--- config.mk ---
export PLATFORM = sky130hd
export DESIGN_NAME = flag_branch_unit
export DESIGN_NICKNAME = d
export VERILOG_FILES = /design/src/rtl/flag_branch_unit_pkg.sv /design/src/rtl/flag_branch_unit_cond_eval.sv /design/src/rtl/flag_branch_unit.sv
export SDC_FILE = /design/constraint.sdc
export NUM_CORES = 1
export LEC_CHECK = 0
export CAP_MARGIN = 20
export CORE_MARGIN = 3
export CORE_UTILIZATION = 50
export CTS_CLUSTER_SIZE = 10
export DETAILED_ROUTE_END_ITERATION = 12
export PLACE_DENSITY = 0.89
export SKIP_LAST_GASP = 1
export SYNTH_ARGS = -nofsm -noshare
export SYNTH_HDL_FRONTEND = slang
export SYNTH_HIERARCHICAL = 1
export SYNTH_SLANG_ARGS = --single-unit
--- constraint.sdc ---
create_clock -name clk -period 7.95 [get_ports clk]
set_clock_uncertainty 0.2 [all_clocks]
set_input_delay 1.59 -clock clk [delete_from_list [all_inputs] [get_ports clk]]
set_output_delay 1.59 -clock clk [all_outputs]
set_load 0.02 [all_outputs]
--- src/rtl/flag_branch_unit_pkg.sv ---
// Shared types for the flag/branch unit: branch kinds, condition codes and
// the bit positions of N, Z, C and V inside the 4-bit flag word.
package flag_branch_unit_pkg;

  typedef enum logic [1:0] {
    BR_NONE = 2'b00,
    BR_COND = 2'b01,
    BR_CBZ  = 2'b10,
    BR_CBNZ = 2'b11
  } br_type_e;

  typedef enum logic [3:0] {
    COND_EQ = 4'b0000,
    COND_NE = 4'b0001,
    COND_HS = 4'b0010,
    COND_LO = 4'b0011,
    COND_MI = 4'b0100,
    COND_PL = 4'b0101,
    COND_VS = 4'b0110,
    COND_VC = 4'b0111,
    COND_HI = 4'b1000,
    COND_LS = 4'b1001,
    COND_GE = 4'b1010,
    COND_LT = 4'b1011,
    COND_GT = 4'b1100,
    COND_LE = 4'b1101,
    COND_AL = 4'b1110,
    COND_NV = 4'b1111
  } cond_e;

  localparam int FLAG_N = 3;
  localparam int FLAG_Z = 2;
  localparam int FLAG_C = 1;
  localparam int FLAG_V = 0;

endpackage

--- src/rtl/flag_branch_unit_cond_eval.sv ---
// Purely combinational evaluation of a B.cond condition code against a
// {N,Z,C,V} flag word.
module cond_eval
  import flag_branch_unit_pkg::*;
(
  input  logic [3:0] cond,
  input  logic [3:0] flags,
  output logic       result
);

  logic n, z, c, v;

  always_comb begin
    n = flags[FLAG_N];
    z = flags[FLAG_Z];
    c = flags[FLAG_C];
    v = flags[FLAG_V];
    result = 1'b0;
    case (cond_e'(cond))
      COND_EQ: result = z;
      COND_NE: result = !z;
      COND_HS: result = c;
      COND_LO: result = !c;
      COND_MI: result = n;
      COND_PL: result = !n;
      COND_VS: result = v;
      COND_VC: result = !v;
      COND_HI: result = c & !z;
      COND_LS: result = !c | z;
      COND_GE: result = (n == v);
      COND_LT: result = (n != v);
      COND_GT: result = !z & (n == v);
      COND_LE: result = z | (n != v);
      // NV behaves as always-taken, same as AL.
      COND_AL: result = 1'b1;
      COND_NV: result = 1'b1;
      default: result = 1'b0;
    endcase
  end

endmodule

--- src/rtl/flag_branch_unit.sv ---
// Flag register with EX->ID forwarding, branch decision for the ID-stage
// instruction, one-cycle wrong-path flush and a saturating taken counter.
module flag_branch_unit
  import flag_branch_unit_pkg::*;
#(
  parameter int CNT_W = 16
) (
  input  logic             clk,
  input  logic             reset,
  input  logic             ex_valid,
  input  logic             set_flags,
  input  logic             alu_neg,
  input  logic             alu_zero,
  input  logic             alu_cout,
  input  logic             alu_ovf,
  input  logic             stall,
  input  logic [1:0]       br_type,
  input  logic [3:0]       cond,
  input  logic             op_zero,
  output logic             take_branch,
  output logic             flush,
  output logic [3:0]       flags_q,
  output logic [CNT_W-1:0] taken_cnt
);

  logic             flag_wr;
  logic [3:0]       alu_flags;
  logic [3:0]       eff_flags;
  logic             cond_res;
  logic [3:0]       flags_d;
  logic             flush_q, flush_d;
  logic [CNT_W-1:0] cnt_q, cnt_d;

  assign alu_flags = {alu_neg, alu_zero, alu_cout, alu_ovf};

  cond_eval u_cond_eval (
    .cond   (cond),
    .flags  (eff_flags),
    .result (cond_res)
  );

  always_comb begin
    flag_wr   = ex_valid & set_flags;
    // A flag-setting instruction in EX is seen by a B.cond in ID the same cycle.
    eff_flags = flag_wr ? alu_flags : flags_q;
    take_branch = 1'b0;
    case (br_type_e'(br_type))
      BR_NONE: take_branch = 1'b0;
      BR_COND: take_branch = cond_res;
      BR_CBZ:  take_branch = op_zero;
      BR_CBNZ: take_branch = !op_zero;
      default: take_branch = 1'b0;
    endcase
  end

  always_comb begin
    flags_d = flags_q;
    flush_d = flush_q;
    cnt_d   = cnt_q;
    if (!stall) begin
      if (flag_wr) flags_d = alu_flags;
      flush_d = take_branch;
      if (take_branch && (cnt_q != {CNT_W{1'b1}})) cnt_d = cnt_q + 1'b1;
    end
  end

  always_ff @(posedge clk) begin
    if (reset) begin
      flags_q <= 4'b0000;
      flush_q <= 1'b0;
      cnt_q   <= '0;
    end else begin
      flags_q <= flags_d;
      flush_q <= flush_d;
      cnt_q   <= cnt_d;
    end
  end

  assign flush     = flush_q;
  assign taken_cnt = cnt_q;

endmodule

==> impl_metrics.csv <==
group,metric,value,unit
final_layout,drive_gt1_share,8.67,%
logic_synthesis,post-synth-top-area-cell,"dfxtp_1",
place,gp_congestion,0.820,
global_routing,grt_usage,20.3,%
global_routing,grt_pass1_vias,1309,
place,io_buffer_count,37,
final_layout,fin_area,1730,sq um
cts,numClockSinks,21,
hold_path,hold_class,"reg -> reg",
setup_path,r2r_slack,4.62,ns
drt,via_count,1397,
die,coreArea,2500,sq um
logic_synthesis,seq_area_frac_synth,31.4,%
drt,dr.pass1.iters,4,
cts,insertion_delay,0.31,ns
drt,drtIter0Drc,53,
run_status,status,"completed",
timing,rsz0062_at_grt,"false",
logic_synthesis,synth_fp_nets,181,
setup_path,cp.required,6.16,ns
timing,post-route-min-period,6.05,ns
die,die_area,3330,sq um
setup_path,endpoint,"take_branch",
drt,drcViolationCount,0,
cts,numCtsBuffers,3,
global_routing,antenna_found_initial,0,
timing,slew_headroom,29.5,%
cts,htreeDepth,1,
die,die_h,57.7,microns
logic_synthesis,syn_avg_cell_area,8.16,sq um
final_layout,insertedDiodeCount,0,
logic_synthesis,synth_cell_types,43,
global_routing,grt_overflow_total,0,
timing,slew_viol_final,0,
logic_synthesis,syn_inst,164,
die,die_w,57.7,microns
hold_path,hold_depth,2,
timing,hold_viol,0,
setup_path,timing.rr.start,"flags_q[0]",
timing,finalCritPeriodShare,76.1,%
cts,clk_pin_slew,0.12,ns
timing,worst_pin_slew,1.05,ns
cts,postCtsHoldBufs,0,
drt,detail-route-antenna-nets,0,
timing,setup_tns,0,ns
global_routing,grt_pass1_wl,5520,microns
final_layout,final_cell_mix,"37 x clkdlybuf4s50_1, 21 x dfxtp_1, 19 x a21oi_1, 14 x nand2_1, 9 x nor2_1",
die,io_pins,38,
die,start_util,53.5,%
setup_path,cp-start-kind,"input pin",
logic_synthesis,synth-seq-cells,21,
final_layout,mostFrequentLayoutCell,"clkdlybuf4s50_1",
place,placed_area,1700,sq um
cts,cts-root-buf,"clkbuf_4",
cts,post_cts_buffers,0,
setup_path,endpoint_kind,"primary output",
place,dp.final_hpwl,2500,microns
timing,fmax,165,MHz
logic_synthesis,synth_warnings,6,
setup_path,reg2regPathDepth,10,
global_routing,grt_max_degree,28,
die,num_rows,18,
setup_path,crit_fanout,4,
cts,cts_tree,"done",
logic_synthesis,synth_top_area_share,31.4,%
drt,wl,3310,microns
power,fin_total_pwr,0.201,mW
setup_path,worstSetupPathType,"in -> out",
setup_path,reg2reg_to,"taken_cnt[15]",
run,max_cap_viol_count,0,
timing,setup_viol,0,
setup_path,critical_path.startpoint,"set_flags",
final_layout,fill_cells,207,
logic_synthesis,synth_area,1340,sq um
cts,cts_resized,0,
drt,wire_per_inst,14.6,microns
final_layout,nets,214,
setup_path,crit_arrival,4.26,ns
drt,via_per_inst,6.18,
cts,clockBufferDepth,2,
power,powerDensity,117,nW/um^2
power,ir_worst_vdd,0.000112,V
final_layout,syn_to_final_growth,29.0,%
logic_synthesis,synthTopCellsByArea,"dfxtp_1 31%, a21oi_1 7.1%, mux2_2 6.7%",
power,p_leak,0.589,nW
area by class of cell:
type	instances	area, sq um	area share [%]
sequential	21	420	24.4
clock inverter	1	5.00	0.290
tap	30	37.5	2.18
multi-input combinational	131	858	49.7
inverter	3	11.3	0.653
timing repair buffer	37	370	21.5
clock buffer	3	22.5	1.31
metrics by stage:
stage | util [%] | std cells | hold slack (ns) | worst slack (ns)
6_report | 69.0 | 226 | 0.276 | 1.90
5_1_grt | 69.0 | 226 | 0.297 | 1.78
4_1_cts | 69.0 | 226 | 0.281 | 1.91
3_5_place_dp | 67.9 | 222 | 0.263 | 1.91
3_3_place_gp | 67.9 | 222 | 0.249 | 2.01
2_1_floorplan | - | 164 | 0.335 | 2.85
cells in the mapped netlist:
cell,number
a22oi_1,1
or4_1,7
o22ai_1,1
a21oi_1,19
and3_1,5
nand3_1,4
nand3b_1,1
and4_1,1
and2_1,1
dfxtp_1,21
mux2_1,2
or3_1,2
buf_6,1
buf_4,1
mux2_2,8
a221o_2,1
o21ai_1,1
nand2b_1,7
buf_1,1
nand4_1,4
and2b_1,1
nor3_1,1
inv_2,1
a311o_1,1
a311oi_1,3
nor2b_1,8
buf_2,2
or4b_1,1
a31oi_1,2
o21ai_0,4
nor2_1,9
nand4_2,1
nand2_1,14
a22oi_2,1
and3b_1,2
o31ai_1,6
inv_1,2
ha_1,1
xnor2_1,3
xor2_1,1
nor4_2,1
nor4_1,6
clkbuf_1,4
worst min path at each step:
| stage | start | endpoint | slack, ns |
|---|---|---|---|
| 3_5_place_dp | flush | flush | 0.26 |
| 6_report | flush | flush | 0.28 |
| 3_3_place_gp | flush | flush | 0.25 |
| 4_1_cts | flush | flush | 0.28 |
| 5_1_grt | flush | flush | 0.30 |
| 2_1_floorplan | flush | flush | 0.33 |
flip-flops by register name (all words and copies together), names as in the netlist:
register / cells
flags_q: 4
flush: 1
taken_cnt: 16
power breakdown:
part,switching (mW),internal [mW],total (mW)
Sequential,0.00154,0.107,0.108
Combinational,0.0205,0.0196,0.0402
Clock,0.0340,0.0188,0.0529
Total,0.0561,0.145,0.201
metal layers:
metal / part of all wire, % / track usage, % / up-vias
met1: 41 / 23.1 / 675
li1: - / - / 680
met5: 0 / 0 / -
met3: 5.7 / 5.57 / 2
met4: 0.48 / 3.97 / 0
met2: 52 / 37.7 / 40
worst max-delay path, cell delays in order:
cell             delay [ns]
clkdlybuf4s50_1        0.40
nand2_1                0.14
mux2_2                 0.40
xor2_1                 0.16
or4_1                  0.42
nand2_1                0.09
a22oi_1                0.06
o21ai_1                0.10
nand2b_1               0.10
a31oi_1                0.17
clkdlybuf4s50_1        0.62
cell families after synthesis:
group	synth area share [%]
xor+xnor	2.62
compound gates	18.8
simple gates	33.4
mux	8.42
flops	31.4
buf+inv	4.40
fa+ha+maj	0.935
(Power assumes the default switching activity.)
